`config.mk`:
```
export PLATFORM = sky130hd
export DESIGN_NAME = sonar_scheduler
export DESIGN_NICKNAME = d
export VERILOG_FILES = /design/src/rtl/sonar_scheduler.sv
export SDC_FILE = /design/constraint.sdc
export NUM_CORES = 1
export LEC_CHECK = 0
export CAP_MARGIN = 15
export CORE_UTILIZATION = 55
export DETAILED_ROUTE_END_ITERATION = 12
export GPL_TIMING_DRIVEN = 0
export PLACE_DENSITY = 0.91
export SETUP_SLACK_MARGIN = 0.02
export SLEW_MARGIN = 20
export SYNTH_ARGS = -nofsm -noshare
export SYNTH_HDL_FRONTEND = slang
export SYNTH_SLANG_ARGS = --single-unit
```
`constraint.sdc`:
```
create_clock -name clk -period 9.4 [get_ports clk]
set_input_delay 1.41 -clock clk [delete_from_list [all_inputs] [get_ports clk]]
set_output_delay 1.41 -clock clk [all_outputs]
set_load 0.02 [all_outputs]
```
`src/rtl/sonar_scheduler.sv`:
```
// Trigger scheduler for the HC04 sonar block: fires sensors round-robin or all at once,
// snoops result handshakes, flags per-sensor timeouts and spaces measurements by a gap.
module sonar_scheduler #(
  parameter int unsigned NUM     = 6,
  parameter int unsigned TIMEOUT = 1500000,
  parameter int unsigned GAP_RST = 500000
) (
  input  logic           clk,
  input  logic           rst_n,
  input  logic [3:0]     cfg_ctrl,
  input  logic [23:0]    cfg_data,
  input  logic           cfg_wr,
  output logic [3:0]     trig_ctrl,
  output logic [23:0]    trig_data,
  output logic           trig_wr,
  input  logic [2:0]     res_sel,
  input  logic           res_wr,
  input  logic           res_wr_rdy,
  output logic [NUM-1:0] timeout_mask,
  output logic           busy
);

  localparam int unsigned    PTR_W = (NUM > 1) ? $clog2(NUM) : 1;
  localparam logic [NUM-1:0] ONE   = {{(NUM-1){1'b0}}, 1'b1};

  typedef enum logic [1:0] {S_IDLE, S_FIRE, S_WAIT, S_GAP} state_t;

  state_t           r_state, w_next_state;
  logic             r_enable;
  logic             r_mode;
  logic [NUM-1:0]   r_mask;
  logic [23:0]      r_gap;
  logic [PTR_W-1:0] r_ptr;
  logic [NUM-1:0]   r_pending;
  logic [23:0]      r_timer;
  logic [NUM-1:0]   r_timeout_mask;

  logic             w_go;
  logic [NUM-1:0]   w_group;
  logic             w_acc;
  logic [NUM-1:0]   w_clr;
  logic [NUM-1:0]   w_pend_post;
  logic             w_timer_last;
  logic             w_gap_done;
  logic [NUM-1:0]   w_tmo_set;
  logic [NUM-1:0]   w_tmo_clr;
  logic [PTR_W-1:0] w_first_ptr;
  logic [PTR_W-1:0] w_hi_ptr;
  logic             w_hi_found;
  logic [PTR_W-1:0] w_next_ptr;

  assign w_go         = r_enable && (r_mask != '0);
  assign w_group      = r_mode ? r_mask : (ONE << r_ptr);
  assign w_acc        = res_wr && res_wr_rdy && (32'(res_sel) < NUM);
  assign w_clr        = w_acc ? (ONE << res_sel) : '0;
  assign w_pend_post  = r_pending & ~w_clr;
  assign w_timer_last = (r_timer == 24'(TIMEOUT - 1));
  assign w_gap_done   = (r_gap == '0) || (r_timer >= (r_gap - 24'd1));
  assign w_tmo_set    = ((r_state == S_WAIT) && (w_pend_post != '0) && w_timer_last) ? w_pend_post : '0;
  assign w_tmo_clr    = (cfg_wr && (cfg_ctrl == 4'd2)) ? cfg_data[NUM-1:0] : '0;
  assign timeout_mask = r_timeout_mask;

  // Descending scan: the last hit is the lowest index, giving both the lowest set bit
  // and the lowest set bit above r_ptr; wrap falls back to the lowest (possibly r_ptr itself).
  always_comb begin
    w_first_ptr = '0;
    w_hi_ptr    = '0;
    w_hi_found  = 1'b0;
    for (int unsigned j = NUM; j > 0; j--) begin
      if (r_mask[j-1]) begin
        w_first_ptr = PTR_W'(j - 1);
        if ((j - 1) > 32'(r_ptr)) begin
          w_hi_ptr   = PTR_W'(j - 1);
          w_hi_found = 1'b1;
        end
      end
    end
    w_next_ptr = w_hi_found ? w_hi_ptr : w_first_ptr;
  end

  always_ff @(posedge clk or negedge rst_n) begin
    if (!rst_n) r_state <= S_IDLE;
    else        r_state <= w_next_state;
  end

  always_comb begin
    w_next_state = r_state;
    case (r_state)
      S_IDLE: if (w_go) w_next_state = S_FIRE;
      S_FIRE: w_next_state = S_WAIT;
      S_WAIT: if ((w_pend_post == '0) || w_timer_last) w_next_state = S_GAP;
      S_GAP:  if (w_gap_done) w_next_state = w_go ? S_FIRE : S_IDLE;
      default: w_next_state = S_IDLE;
    endcase
  end

  always_comb begin
    trig_ctrl = '0;
    trig_wr   = 1'b0;
    trig_data = '0;
    busy      = (r_state != S_IDLE);
    if (r_state == S_FIRE) begin
      trig_wr   = 1'b1;
      trig_data = 24'(w_group);
    end
  end

  always_ff @(posedge clk or negedge rst_n) begin
    if (!rst_n) begin
      r_enable <= 1'b0;
      r_mode   <= 1'b0;
      r_mask   <= '0;
      r_gap    <= 24'(GAP_RST);
    end else if (cfg_wr) begin
      if (cfg_ctrl == 4'd0) begin
        r_enable <= cfg_data[23];
        r_mode   <= cfg_data[22];
        r_mask   <= cfg_data[NUM-1:0];
      end else if (cfg_ctrl == 4'd1) begin
        r_gap <= cfg_data;
      end
    end
  end

  always_ff @(posedge clk or negedge rst_n) begin
    if (!rst_n) begin
      r_ptr          <= '0;
      r_pending      <= '0;
      r_timer        <= '0;
      r_timeout_mask <= '0;
    end else begin
      r_timeout_mask <= (r_timeout_mask & ~w_tmo_clr) | w_tmo_set;
      case (r_state)
        S_IDLE: if (w_go && !r_mode) r_ptr <= w_first_ptr;
        S_FIRE: begin
          r_pending <= w_group;
          r_timer   <= '0;
        end
        S_WAIT: begin
          if ((w_pend_post == '0) || w_timer_last) begin
            r_pending <= '0;
            r_timer   <= '0;
          end else begin
            r_pending <= w_pend_post;
            r_timer   <= r_timer + 24'd1;
          end
        end
        S_GAP: begin
          if (w_gap_done) begin
            r_timer <= '0;
            if (w_go && !r_mode) r_ptr <= w_next_ptr;
          end else begin
            r_timer <= r_timer + 24'd1;
          end
        end
        default: r_timer <= '0;
      endcase
    end
  end

endmodule

```
After elaboration in Yosys (flattened, before gate mapping)
Cells that the tools add are included.

Mux-type cells: 47. $lt $le $gt $ge: 7. Equality and inequality tests: 11. Add/subtract/negate cells: 2. Reduce and logical (&&, ||, !) cells: 24. $mul: 0. Bitwise logic cells: 6. Shifts and indexed selects: 2. Divide/modulo/power cells: 0.

Operators by type and width (count): one-hot mux 24 bit (3 select lines) (1); 2-to-1 mux 3 bit (20); 2-to-1 mux 24 bit (2); 2-to-1 mux 6 bit (6); adder 24 x 1 -> 24 bit (second input constant) (1); equality test 24 x 21 -> 1 bit (second input constant) (1); >= comparator 24 bit (1); logical NOT 24 bit (1); subtractor 24 x 1 -> 24 bit (second input constant) (1); AND 6 bit (2); 2-to-1 mux 1 bit (12); inverter 6 bit (2); one-hot mux 6 bit (2 select lines) (1); nonzero test 6 bit (2); << shifter 1 x 3 -> 6 bit (first input constant) (2); != test 2 bit (second input constant) (4); one-hot mux 2 bit (4 select lines) (1); logical AND 1 bit (7); greater-than comparator 2 x 3 -> 1 bit (first input constant) (2); greater-than comparator 3 bit (first input constant) (2); logical NOT 6 bit (1); 2-to-1 mux 2 bit (3); OR 6 bit (1); one-hot mux 3 bit (2 select lines) (1); other kinds (17) (22).

Input bits: 36. Latch bits: 0. Memories kept: 0. Bits in writable memories: 0. Word-level logic and storage cells: 108. Register bits: 73. Bits in read-only memories: 0. Output and inout port bits: 36.

Depth between registers and ports, before layout
Word-level depth: 15. Gate-level depth with buffers: 17. Mapped depth without buffers: 16.

Worst setup path after synthesis
OpenSTA, ideal clock, no wires.

Kind: register -> register. Start point: register r_gap[0]. End point: register r_timer[23]. Path buffers: 0. Clock period less this slack: 3639 ps. Arrival time: 3560 ps. Cell stages (with the launch flop): 17. Slack: 5761 ps. Library setup time: 79 ps. Cell sequence: dfrtp_1 -> inv_1 -> ha_1 -> nor3b_1 -> nor3b_4 -> nand3_2 -> or2_2 -> nor2_1 -> xnor2_1 -> ha_1 -> and3_1 -> o21ai_1 -> o2111a_1 -> o21ai_2 -> o31ai_2 -> or4b_1 -> mux2i_1.

Cells in the longest elaborated chain, start to end: 5.

Ends and longest elaborated chain: start, declared (line 32) `logic [23:0] r_gap;`; start signal, assigned (line 113) `r_gap <= 24'(GAP_RST);`; start signal, assigned (line 120) `r_gap <= cfg_data;`; subtractor 24 x 1 -> 24 bit (line 58) `assign w_gap_done = (r_gap == '0) || (r_timer >= (r_gap - 24'd1));`; >= comparator 24 bit (line 58); logical OR 1 bit * (line 58); 2-to-1 mux 24 bit * (line 149) `if (w_gap_done) begin`; one-hot mux 24 bit (3 select lines) * (line 133) `case (r_state)`; end signal, assigned (line 145) `r_timer <= r_timer + 24'd1;`; end signal, assigned (line 153) `r_timer <= r_timer + 24'd1;`; end, declared (line 35) `logic [23:0] r_timer;`.

Every way passes the cells marked *; elsewhere a longest branch is shown, timed or not. A chain may end at the register's enable or synchronous reset.

Worst setup path after layout
Start point: register r_gap[0]. End point: register r_timer[22].

Same word-level chain as after synthesis.

==> summary.md <==
| Metric | Value |
|---|---|
| Run status | `finished, violations left` |
| Violations in the final reports | `DRC` |
| Wire length of the first global-routing pass | `21.7 mm` |
| Worst-Margin Slew | `0.710 ns` |
| Maximum root-to-sink buffer count | `2` |
| Pin count of the biggest net entering global routing | `50` |
| Antenna violations before repair | `0` |
| Power density over cell area | `226 mW/mm^2` |
| Number of nets still failing antenna checks after routing | `0` |
| Slew headroom | `52.4%` |
| Area of placed instances | `0.00578 mm^2` |
| Unrepaired setup endpoints after global routing | `false` |
| Per-cell via count in the routed design | `6.04` |
| Drt total wl | `roughly 13 mm` |
| Core ar. | `0.00881 mm^2` |
| Last weighted congestion value of the routability-driven placer | `approximately 0.9` |
| Post-CTS setup buffer count | `0` |
| Hold buffers post-CTS | `0` |
| Hold crit path type | `flop to flop` |
| Synthesized flop and latch total | `73` |
| CP delay by family, top | `simple AND/OR/NAND/NOR gates` |
| Highest clock rate | `0.215 GHz` |
| Violation count after the first detailed-route iteration | `274` |
| Starting density of the core | `between 50% and 60%` |
| Clock root cell | `clkbuf_8` |
| Post-Route Setup TNS | `0 ns` |
| Count of boundary I/O pins | `72` |
| Gate Count Post-Synth | `560` |
| Port Buf Inserts | `49` |
| Class of the most critical setup path | `flop to flop` |
| Data arrival, critical path | `4.94 ns` |
| Final number of max-transition violations | `0` |
| Remaining global-route overflow | `0` |
| Worst-path cell chain | `inv_1 -> ha_1 -> nor3b_1 -> nor3b_4 -> nand3_2 -> or2_2 -> nor2_1 -> xnor2_1 -> ha_1 -> and3_1 -> o21ai_1 -> o2111a_1 -> o21ai_2 -> o31ai_2 -> clkbuf_1 -> nand3_1 -> nand3_1` |
| Clock Latency Late Sink | `0.37 ns` |
| CTS HTree Levels | `3` |
| Gr usage total | `between 20% and 30%` |
| Number of sinks on the clock net | `73` |
| Synthesized area per cell | `about 9 um^2` |
| Delay contributed by the slowest stage of the critical path | `~0.57 ns` |
| Synthesis Warnings | `0` |
| Count of max-cap constraint violations | `0` |
| Num rows | `34` |
| Number of cells on the worst reg-to-reg path | `17` |
| Final-stage net count | `709` |
| Stages on worst setup path | `17` |
| Layout Cell Area excl Fill | `0.00601 mm^2` |
| Gates resized, CTS repair | `0` |
| Final worst slack | `4.76 ns` |
| Yosys cell types | `66` |
| Number of detailed-routing iterations run before antenna repair | `9` |
| Placed wire-length estimate | `9.99 mm` |
| Data required time of the worst path | `9.70 ns` |
| Async set or reset register ratio after synthesis | `100%` |
| Horizontal die dimension | `97.8 um` |
| Static leakage power | `~2.6 nW` |
| TritonCTS buffer count | `9` |
| Number of global-route vias before repair | `~4600` |
| Netlist area before placement | `0.00505 mm^2` |
| Max IR drop VDD | `0.136 mV` |
| Routed WL per cell | `17.1 um` |
| Prevailing post-synth register cell | `dfrtp_1` |
| Hold Path Cell Cnt | `2` |
| Register clock-pin slew on the reported worst setup and hold paths | `about 0.09 ns` |
| Maximum clock skew at final layout | `0.0115 ns` |
| Number of flops mapped to enable cells by yosys | `0` |
| Number of antenna cells inserted | `0` |
| Post-detailed-route DRC marker count | `5` |
| Flop2flop setup slack | `between 4 and 5 ns` |
| Critical Path Fanout Max | `10` |
| Hold Fails Final Rpt | `0` |
| Post-Place Setup Slack | `4.91 ns` |
| Final cycle utilization of the critical path | `49.4%` |
| Area of the die | `0.00956 mm^2` |
| Final min period | `4.64 ns` |
| Final setup fails | `0` |
| Slowest stage cell on the critical path | `o31ai_2` |
| Total number of vias | `4561` |
| Fraction of final layout cells with drive strength greater than 1 | `between 10% and 20%` |
| Endpoint class of the critical path | `flop` |
| Area growth, synth to finish | `19.0%` |
| Kind of launch point of the worst setup path | `flop` |
| Sequential area share after synthesis | `36.4%` |
| Buf/Inv on CP | `2` |
| TritonCTS clock tree | `built` |
| Die extent in y | `97.8 um` |
power by group:
part           switching [mW]  total (mW)  internal [mW]
Clock                   0.134       0.285          0.152
Combinational           0.374       0.616          0.242
Sequential             0.0740       0.454          0.380
layer usage:
metal	track usage (%)	wire, um
met2	50.2	6480
met3	5.58	794
met5	0	0
met1	32.7	5100
met4	16.2	561
tightest hold or removal path: cells and delay by family, from the launching register on:
family           cells  cell delay [ns]
flip-flops           1             0.38
AO/OA/AOI/OAI        1             0.06
AND/OR/NAND/NOR      1             0.05
area by class of cell:
cell class | count | area [um^2]
Sequential cell | 73 | 1840
Multi-Input combinational cell | 444 | 2970
Timing Repair Buffer | 50 | 515
Fill cell | 682 | 2800
Inverter | 25 | 93.8
Buffer | 39 | 235
Tap cell | 108 | 135
Clock buffer | 9 | 124
Clock inverter | 7 | 101
metrics by stage:
stage          hold WS, ns  std cells  total power [mW]  util (%)
6_report             0.525        755              1.35      68.2
3_3_place_gp         0.492        738              1.03      65.3
5_1_grt              0.536        755              1.44      68.2
3_5_place_dp         0.506        739              1.06      65.6
2_1_floorplan        0.468        581             0.878         -
4_1_cts              0.523        755              1.35      68.2
kinds of logic (layout without fill, tap and decap cells):
kind of cell,Yosys count,after routing,synth area share [%]
buffers and inverters,64,130,6.52
xor gates and xnor gates,26,26,4.51
AOI/OAI and AO/OA,106,106,13.6
DFF,73,73,36.4
adders and majority gates,31,31,7.68
other,1,22,0.0743
muxes,32,32,7.16
and+or+nand+nor,227,227,24.1
cells in the mapped netlist (3+ instances only):
| cell type | count | share of area [%] |
|---|---|---|
| a21oi_1 | 19 | 1.9 |
| mux2_2 | 24 | 5.4 |
| a22oi_1 | 7 | 1.0 |
| inv_1 | 25 | 1.9 |
| nor3_1 | 15 | 1.5 |
| nor2_1 | 45 | 3.3 |
| nand2_1 | 63 | 4.7 |
| nand3b_1 | 3 | 0.45 |
| a31oi_1 | 10 | 1.2 |
| nor4_4 | 3 | 1.3 |
| nand2b_1 | 4 | 0.50 |
| clkbuf_1 | 14 | 1.0 |
| nor4b_1 | 3 | 0.52 |
| nor4_1 | 5 | 0.62 |
| nand3_1 | 29 | 2.9 |
| a32o_1 | 3 | 0.59 |
| xnor2_1 | 18 | 3.1 |
| o21a_1 | 3 | 0.45 |
| buf_4 | 23 | 3.4 |
| dfrtp_1 | 66 | 33 |
| o21ai_0 | 37 | 3.7 |
| mux2i_1 | 5 | 0.99 |
| o211ai_1 | 6 | 0.89 |
| dfstp_2 | 7 | 3.6 |
| xor2_1 | 8 | 1.4 |
| or4_1 | 3 | 0.45 |
| nand4_1 | 14 | 1.7 |
| and3_1 | 7 | 0.87 |
| and2_1 | 3 | 0.37 |
| ha_1 | 31 | 7.7 |
| nor2b_1 | 11 | 1.4 |
path summary, 6_finish.rpt:
check	start	to
worst max-delay path	r_gap[0]	r_timer[22]
worst min-delay path	r_pending[4]	r_pending[4]
worst max register to register	r_gap[0]	r_timer[22]
worst min register to register	r_pending[4]	r_pending[4]
max in group asynchronous	rst_n	r_gap[5]
min in group asynchronous	rst_n	r_timer[14]
state kept, by name, summed over array words and instances, names as in the netlist:
register,flops
r_pending,6
r_state,2
timeout_mask,6
r_enable,1
r_gap,24
r_timer,24
r_mask,6
r_ptr,3
r_mode,1
placed cells by master (no fill, tap or decap), types with 8 or more instances in the layout:
| master | Yosys | layout |
|---|---|---|
| dfrtp_1 | 66 | 66 |
| clkdlybuf4s50_1 | 0 | 48 |
| nand4_1 | 14 | 14 |
| nor2_1 | 45 | 45 |
| ha_1 | 31 | 31 |
| xor2_1 | 8 | 8 |
| xnor2_1 | 18 | 18 |
| a31oi_1 | 10 | 10 |
| nand3_1 | 29 | 29 |
| nor2b_1 | 11 | 11 |
| o21ai_0 | 37 | 37 |
| nor3_1 | 15 | 14 |
| a21oi_1 | 19 | 19 |
| inv_1 | 25 | 25 |
| mux2_2 | 24 | 24 |
| buf_4 | 23 | 24 |
| clkbuf_1 | 14 | 14 |
| conb_1 | 1 | 22 |
| nand2_1 | 63 | 63 |
| clkbuf_8 | 0 | 9 |
(Power assumes the default switching activity.)
